## src/rtl/cache_req_issue.sv

```systemverilog
// Request issue queue between a CGRA load/store agent and the cache_l1 agent port.
// Optional watchdog/retry is built when CACHE_REQ_TIMEOUT_EN is defined.
module cache_req_issue #(
   parameter int ADDR_WDT    = 32,
   parameter int DATA_WDT    = 64,
   parameter int DEPTH       = 4,
   parameter int TIMEOUT_CYC = 255
) (
   input  logic                     clk,
   input  logic                     rst_n,
   input  logic                     in_req_valid,
   output logic                     in_req_ready,
   input  logic [ADDR_WDT-1:0]      in_req_addr,
   input  logic                     in_req_wr,
   input  logic [DATA_WDT-1:0]      in_req_wr_data,
   output logic                     agent_req_en,
   output logic [ADDR_WDT-1:0]      agent_req_addr,
   output logic                     agent_req_wr,
   output logic [DATA_WDT-1:0]      agent_req_wr_data,
   input  logic                     agent_req_block,
   input  logic                     agent_req_done,
   input  logic [DATA_WDT-1:0]      agent_req_data,
   output logic                     rsp_valid,
   output logic                     rsp_wr,
   output logic [DATA_WDT-1:0]      rsp_data,
   output logic [$clog2(DEPTH):0]   fifo_level,
   output logic                     err_timeout
);

   localparam int PTR_W = $clog2(DEPTH);
   localparam int LVL_W = PTR_W + 1;

   typedef enum logic {ST_IDLE, ST_WAIT} state_t;

   state_t                state_q, state_d;
   logic [ADDR_WDT-1:0]   fifo_addr_q  [DEPTH];
   logic [ADDR_WDT-1:0]   fifo_addr_d  [DEPTH];
   logic                  fifo_wr_q    [DEPTH];
   logic                  fifo_wr_d    [DEPTH];
   logic [DATA_WDT-1:0]   fifo_data_q  [DEPTH];
   logic [DATA_WDT-1:0]   fifo_data_d  [DEPTH];
   logic [PTR_W-1:0]      wr_ptr_q, wr_ptr_d;
   logic [PTR_W-1:0]      rd_ptr_q, rd_ptr_d;
   logic [LVL_W-1:0]      level_q, level_d;
   logic                  req_en_q, req_en_d;
   logic [ADDR_WDT-1:0]   req_addr_q, req_addr_d;
   logic                  req_wr_q, req_wr_d;
   logic [DATA_WDT-1:0]   req_data_q, req_data_d;
   logic                  rsp_valid_q, rsp_valid_d;
   logic                  rsp_wr_q, rsp_wr_d;
   logic [DATA_WDT-1:0]   rsp_data_q, rsp_data_d;
   logic                  push;
   logic                  pop;

`ifdef CACHE_REQ_TIMEOUT_EN
   localparam int CNT_W = ($clog2(TIMEOUT_CYC + 1) > 8) ? $clog2(TIMEOUT_CYC + 1) : 8;
   logic [CNT_W-1:0]      cnt_q, cnt_d;
   logic                  err_q, err_d;
`else
   logic [31:0]           unused_timeout_cfg;
   assign unused_timeout_cfg = 32'(TIMEOUT_CYC);
`endif

   // Ready depends only on the registered level, so a same-cycle pop never frees a full queue.
   assign in_req_ready = (level_q != LVL_W'(DEPTH));
   assign push         = in_req_valid && in_req_ready;

   always_comb begin
      fifo_addr_d = fifo_addr_q;
      fifo_wr_d   = fifo_wr_q;
      fifo_data_d = fifo_data_q;
      wr_ptr_d    = wr_ptr_q;
      rd_ptr_d    = rd_ptr_q;
      level_d     = level_q;
      if (push) begin
         fifo_addr_d[wr_ptr_q] = in_req_addr;
         fifo_wr_d[wr_ptr_q]   = in_req_wr;
         fifo_data_d[wr_ptr_q] = in_req_wr_data;
         wr_ptr_d              = wr_ptr_q + PTR_W'(1);
      end
      if (pop) begin
         rd_ptr_d = rd_ptr_q + PTR_W'(1);
      end
      case ({push, pop})
         2'b10:   level_d = level_q + LVL_W'(1);
         2'b01:   level_d = level_q - LVL_W'(1);
         default: level_d = level_q;
      endcase
   end

   always_comb begin
      state_d     = state_q;
      req_en_d    = 1'b0;
      req_addr_d  = req_addr_q;
      req_wr_d    = req_wr_q;
      req_data_d  = req_data_q;
      rsp_valid_d = 1'b0;
      rsp_wr_d    = 1'b0;
      rsp_data_d  = '0;
      pop         = 1'b0;
`ifdef CACHE_REQ_TIMEOUT_EN
      cnt_d       = cnt_q;
      err_d       = 1'b0;
`endif
      case (state_q)
         ST_IDLE: begin
            if ((level_q != '0) && !agent_req_block) begin
               req_en_d   = 1'b1;
               req_addr_d = fifo_addr_q[rd_ptr_q];
               req_wr_d   = fifo_wr_q[rd_ptr_q];
               req_data_d = fifo_data_q[rd_ptr_q];
               state_d    = ST_WAIT;
`ifdef CACHE_REQ_TIMEOUT_EN
               cnt_d      = '0;
`endif
            end
         end
         ST_WAIT: begin
            if (agent_req_done) begin
               pop         = 1'b1;
               rsp_valid_d = 1'b1;
               rsp_wr_d    = req_wr_q;
               rsp_data_d  = req_wr_q ? '0 : agent_req_data;
               state_d     = ST_IDLE;
            end
`ifdef CACHE_REQ_TIMEOUT_EN
            // Counter holds waited cycles minus one, so the retry lands TIMEOUT_CYC cycles after an issue.
            else if (cnt_q == CNT_W'(TIMEOUT_CYC - 1)) begin
               err_d    = 1'b1;
               req_en_d = 1'b1;
               cnt_d    = '0;
            end else begin
               cnt_d = cnt_q + CNT_W'(1);
            end
`endif
         end
         default: state_d = ST_IDLE;
      endcase
   end

   // Queue storage carries no reset; only the pointers and level define its contents.
   always_ff @(posedge clk) begin
      fifo_addr_q <= fifo_addr_d;
      fifo_wr_q   <= fifo_wr_d;
      fifo_data_q <= fifo_data_d;
   end

   always_ff @(posedge clk) begin
      if (!rst_n) begin
         state_q     <= ST_IDLE;
         wr_ptr_q    <= '0;
         rd_ptr_q    <= '0;
         level_q     <= '0;
         req_en_q    <= 1'b0;
         req_addr_q  <= '0;
         req_wr_q    <= 1'b0;
         req_data_q  <= '0;
         rsp_valid_q <= 1'b0;
         rsp_wr_q    <= 1'b0;
         rsp_data_q  <= '0;
`ifdef CACHE_REQ_TIMEOUT_EN
         cnt_q       <= '0;
         err_q       <= 1'b0;
`endif
      end else begin
         state_q     <= state_d;
         wr_ptr_q    <= wr_ptr_d;
         rd_ptr_q    <= rd_ptr_d;
         level_q     <= level_d;
         req_en_q    <= req_en_d;
         req_addr_q  <= req_addr_d;
         req_wr_q    <= req_wr_d;
         req_data_q  <= req_data_d;
         rsp_valid_q <= rsp_valid_d;
         rsp_wr_q    <= rsp_wr_d;
         rsp_data_q  <= rsp_data_d;
`ifdef CACHE_REQ_TIMEOUT_EN
         cnt_q       <= cnt_d;
         err_q       <= err_d;
`endif
      end
   end

   assign agent_req_en      = req_en_q;
   assign agent_req_addr    = req_addr_q;
   assign agent_req_wr      = req_wr_q;
   assign agent_req_wr_data = req_data_q;
   assign rsp_valid         = rsp_valid_q;
   assign rsp_wr            = rsp_wr_q;
   assign rsp_data          = rsp_data_q;
   assign fifo_level        = level_q;
`ifdef CACHE_REQ_TIMEOUT_EN
   assign err_timeout       = err_q;
`else
   assign err_timeout       = 1'b0;
`endif

endmodule
```

## config.mk

```make
export PLATFORM = sky130hd
export DESIGN_NAME = cache_req_issue
export DESIGN_NICKNAME = d
export VERILOG_FILES = /design/src/rtl/cache_req_issue.sv
export SDC_FILE = /design/constraint.sdc
export NUM_CORES = 1
export LEC_CHECK = 0
export CAP_MARGIN = 15
export CORE_MARGIN = 2
export CORE_UTILIZATION = 50
export DETAILED_ROUTE_END_ITERATION = 6
export HOLD_SLACK_MARGIN = 0.12
export PLACE_DENSITY = 0.83
export SKIP_LAST_GASP = 1
export SYNTH_ARGS = -nofsm -noshare
export SYNTH_HDL_FRONTEND = slang
export SYNTH_SLANG_ARGS = --single-unit
```

## constraint.sdc

```tcl
create_clock -name clk -period 5.3 [get_ports clk]
set_input_delay 1.06 -clock clk [delete_from_list [all_inputs] [get_ports clk]]
set_output_delay 1.06 -clock clk [all_outputs]
set_load 0.02 [all_outputs]
```

==> flow_results.org <==
** Outcome
- The run finished with clean final reports.

** Critical path
- Measured in cells, the most critical reg-to-reg path has a length of 8.
- Crit Path Max Fanout :: 10
- Setup slack on the worst reg-to-reg path comes out at 2.91 ns.
- Critical Path Sink :: in_req_ready
- Worst path arrival time :: 2.21 ns
- The worst setup path is of the register to output port kind.
- Endpoint kind of the worst setup timing path :: output port
- Sort of element at the start of the critical path :: register
- Required time at the endpoint of the critical path :: 4.24 ns
- Critical path launch point :: fifo_level[2]
- The startpoint identified for the worst register-to-register timing path is fifo_level[2].
- Worst flop-to-flop path endpoint :: fifo_level[2]

** Power and ir drop
- For this design the ratio of total power to cell area is 395 nW/um2.
- Total power :: 0.00983 W
- Summed over all cells, the static leakage comes to 8.31 nW.
- The worst-case IR drop observed on VDD is 281 uV.

** Timing
- Once routing completed, OpenROAD measured the worst setup slack at 2.03 ns.
- Number of failing hold endpoints at the final stage :: 0
- Measured against its own limit, the worst slew margin works out to 40.1%.
- For the pin with the worst max-slew slack, the measured transition is 0.898 ns.
- The clock arrives with 0.0151 ns of skew.
- Fraction of the cycle the final worst path needs :: 61.8%
- Total Neg Setup Slack :: 0 ns
- Subtracting the final worst setup slack from the clock period gives 3.27 ns.
- Setup repair after global routing left no endpoint under its margin.
- Count of pins over their slew limit :: 0
- Static timing analysis puts the maximum clock frequency at 0.305 GHz.
- Endpoints failing setup :: 0

** Floorplan
- The region available for standard cell placement spans 37800 um2.
- The die covers 39900 um2.
- 335 I/O pins were placed.
- The die is 200 um wide.
- Initial cell density of the core :: 50.8%
- Measured along the y axis, the die boundary spans 200 um.
- Row generation in the floorplan step produced 71 rows.

** Placed design
- Before CTS, the worst setup slack after placement is 2.00 ns.
- In this run the tool buffered the top-level ports with 333 buffer cells.
- At the end of routability-driven placement, the weighted congestion stood at 0.715.
- Once detailed placement completed, the half-perimeter wirelength came to 24.6 mm.

** Clock tree
- Hold repair after CTS inserted 0 buffers.
- Root buffer cell :: sky130_fd_sc_hd__clkbuf_16
- In this run, post-CTS repair resized a total of 0 instances.
- Clock transition at path regs :: 0.06 ns
- Setup repair bufs after CTS :: 0
- In this run, CTS created clock tree buffers numbering 53.
- Clock tree synthesis found a total of 560 sinks.
- H-Tree Level Count :: 2
- Worst skew pair latency :: 0.59 ns
- TritonCTS built the clock tree.
- The clock passes through at most 3 buffers.

** Route
- The detailed router finished its first iteration with 639 violations.
- In the routed design, unresolved DRC markers number 0.
- Before antenna repair, the detailed router went through 7 iterations.
- Post-DR vias/cell :: 5.38
- Once detail routing completed, the nets flagged for antenna violations numbered 0.
- After detailed routing, the total wire length is 40.5 mm.
- Across all layers, the routed design uses 9816 vias.
- Dividing the detail-routed wire length by the instance count gives 22.2 um.

** Global route
- The initial antenna violation count was 2.
- In the global route stage, overall resource usage came out at 20.4%.
- Maximum number of pins on one net before global-route repair :: 99
- Overflow left after global routing :: 0
- The first global-routing pass estimated 60.4 mm of wire.
- Vias in the first global route :: 10352

** Yosys
- Synth Cell Area :: 19200 um2
- Post-synth EDFFs :: 388
- Post-synth top flop :: sky130_fd_sc_hd__edfxtp_1
- Post-Synthesis Net Count :: 1093
- Register area share after synthesis :: 78.7%
- Counting flops and latches in the post-synthesis netlist gives 560.
- In the synthesized netlist the async set-or-reset flop fraction comes to 0%.
- Yosys printed 0 warnings.
- Post-Synthesis Mean Instance Area :: 20.8 um2
- Gate count of the mapped netlist :: 921
- In this run, distinct cell masters in the synthesized netlist total 31.

** Finish
- For this run, the post-layout net count is 1438.
- The post-route netlist has 15.3% of its cells at a drive strength greater than 1.
- Area delta synth->final :: 29.7%

** Run
- Across the run, the number of max-cap violations was 0.

** Worst hold path
- Class of the worst hold path :: register to register
- The worst hold path begins at agent_req_wr_data[50].
cells in the mapped netlist (5+ instances only):
library cell / number / area share [%]
sky130_fd_sc_hd__a22o_1: 97 / 4.4
sky130_fd_sc_hd__ha_1: 5 / 0.33
sky130_fd_sc_hd__clkbuf_1: 23 / 0.45
sky130_fd_sc_hd__inv_1: 6 / 0.12
sky130_fd_sc_hd__dfxtp_1: 172 / 18
sky130_fd_sc_hd__edfxtp_1: 388 / 61
sky130_fd_sc_hd__buf_6: 7 / 0.41
sky130_fd_sc_hd__and3_1: 5 / 0.16
sky130_fd_sc_hd__nor2_1: 6 / 0.12
sky130_fd_sc_hd__and2_1: 64 / 2.1
sky130_fd_sc_hd__buf_2: 19 / 0.50
sky130_fd_sc_hd__mux4_2: 97 / 11
sky130_fd_sc_hd__a21oi_1: 5 / 0.13
per-layer routing:
| layer | global-route usage (%) | up-vias | part of all wire, % |
|---|---|---|---|
| li1 | - | 4381 | - |
| met1 | 25.1 | 4967 | 39 |
| met2 | 35.1 | 400 | 51 |
| met3 | 4.37 | 68 | 7.8 |
| met4 | 8.75 | 0 | 2.9 |
| met5 | 0 | - | 0 |
power by group:
| group | switching, W | total (W) | internal, W | leakage [nW] |
|---|---|---|---|---|
| Clock | 0.00156 | 0.00386 | 0.00230 | 0.896 |
| Combinational | 0.000456 | 0.000934 | 0.000478 | 2.46 |
| Sequential | 0.000116 | 0.00503 | 0.00492 | 4.96 |
cells in the final DEF (no fill, tap or decap), types with 2 or more instances in the layout:
| cell | instances |
|---|---|
| sky130_fd_sc_hd__and3_4 | 4 |
| sky130_fd_sc_hd__nor2_1 | 6 |
| sky130_fd_sc_hd__a22o_1 | 97 |
| sky130_fd_sc_hd__a21o_1 | 2 |
| sky130_fd_sc_hd__dfxtp_1 | 170 |
| sky130_fd_sc_hd__buf_4 | 3 |
| sky130_fd_sc_hd__mux4_2 | 97 |
| sky130_fd_sc_hd__or3_1 | 2 |
| sky130_fd_sc_hd__and2_1 | 64 |
| sky130_fd_sc_hd__xor2_1 | 3 |
| sky130_fd_sc_hd__a21oi_1 | 5 |
| sky130_fd_sc_hd__nand3_1 | 3 |
| sky130_fd_sc_hd__clkinv_2 | 11 |
| sky130_fd_sc_hd__nand2_1 | 2 |
| sky130_fd_sc_hd__diode_2 | 3 |
| sky130_fd_sc_hd__bufinv_16 | 6 |
| sky130_fd_sc_hd__clkbuf_16 | 55 |
| sky130_fd_sc_hd__clkbuf_1 | 12 |
| sky130_fd_sc_hd__clkbuf_8 | 8 |
| sky130_fd_sc_hd__clkdlybuf4s50_1 | 333 |
| sky130_fd_sc_hd__inv_6 | 2 |
| sky130_fd_sc_hd__ha_1 | 5 |
| sky130_fd_sc_hd__buf_12 | 7 |
| sky130_fd_sc_hd__clkinv_1 | 6 |
| sky130_fd_sc_hd__dfxtp_4 | 2 |
| sky130_fd_sc_hd__edfxtp_1 | 388 |
| sky130_fd_sc_hd__inv_1 | 6 |
cells by family (layout without fill, tap and decap cells):
kind of cell | Yosys count | after routing | synth area share [%]
buffers and inverters | 60 | 450 | 1.67
XOR/XNOR | 4 | 4 | 0.183
AO/OA/AOI/OAI | 106 | 106 | 4.71
flip-flops | 560 | 560 | 78.7
adder cells (fa/ha/maj) | 6 | 6 | 0.431
other | 1 | 4 | 0.0196
multiplexers | 97 | 97 | 11.4
AND/OR/NAND/NOR | 87 | 87 | 2.85
cell type report:
type                    instances  area (um2)
fillers                      2411       12900
inverters                       7        26.3
clock buffers                  75        1530
clock inverters                25         275
diodes                          3        7.51
multi-input cells             301        3780
flip-flops and latches        560       15100
repair buffers                343        3500
well taps                     511         639
through the flow:
step | utilization, % | std cells | instance area, um2 | hold WS, ns
after floorplan | - | 921 | 19200 | 0.528
after global placement | 61.0 | 1722 | 23000 | 0.460
after detailed placement | 61.0 | 1722 | 23000 | 0.467
after CTS | 65.8 | 1822 | 24900 | 0.482
after global routing | 65.8 | 1824 | 24900 | 0.494
final | 65.8 | 1825 | 24900 | 0.478
state kept, by name (all words and copies together), names as in the netlist, 2 cells and up:
name               cells
fifo_addr_q          128
fifo_data_q          256
rsp_data              64
fifo_wr_q              4
rd_ptr_q               2
agent_req_addr        32
agent_req_wr_data     64
wr_ptr_q               2
fifo_level             3
worst max-delay path, cell delays in order (launching register included):
cell                              delay (ns)
sky130_fd_sc_hd__dfxtp_1                0.40
sky130_fd_sc_hd__or3b_1                 0.54
sky130_fd_sc_hd__clkdlybuf4s50_1        0.68
how the worst min path moves through the flow:
stage | cells past startpoint | to
after floorplan | 2 | state_q
after global placement | 1 | agent_req_wr_data[58]
after detailed placement | 1 | agent_req_addr[19]
after CTS | 1 | agent_req_wr_data[5]
after global routing | 1 | agent_req_wr_data[36]
final | 1 | agent_req_wr_data[50]
Power figures use the tool's default switching activity.
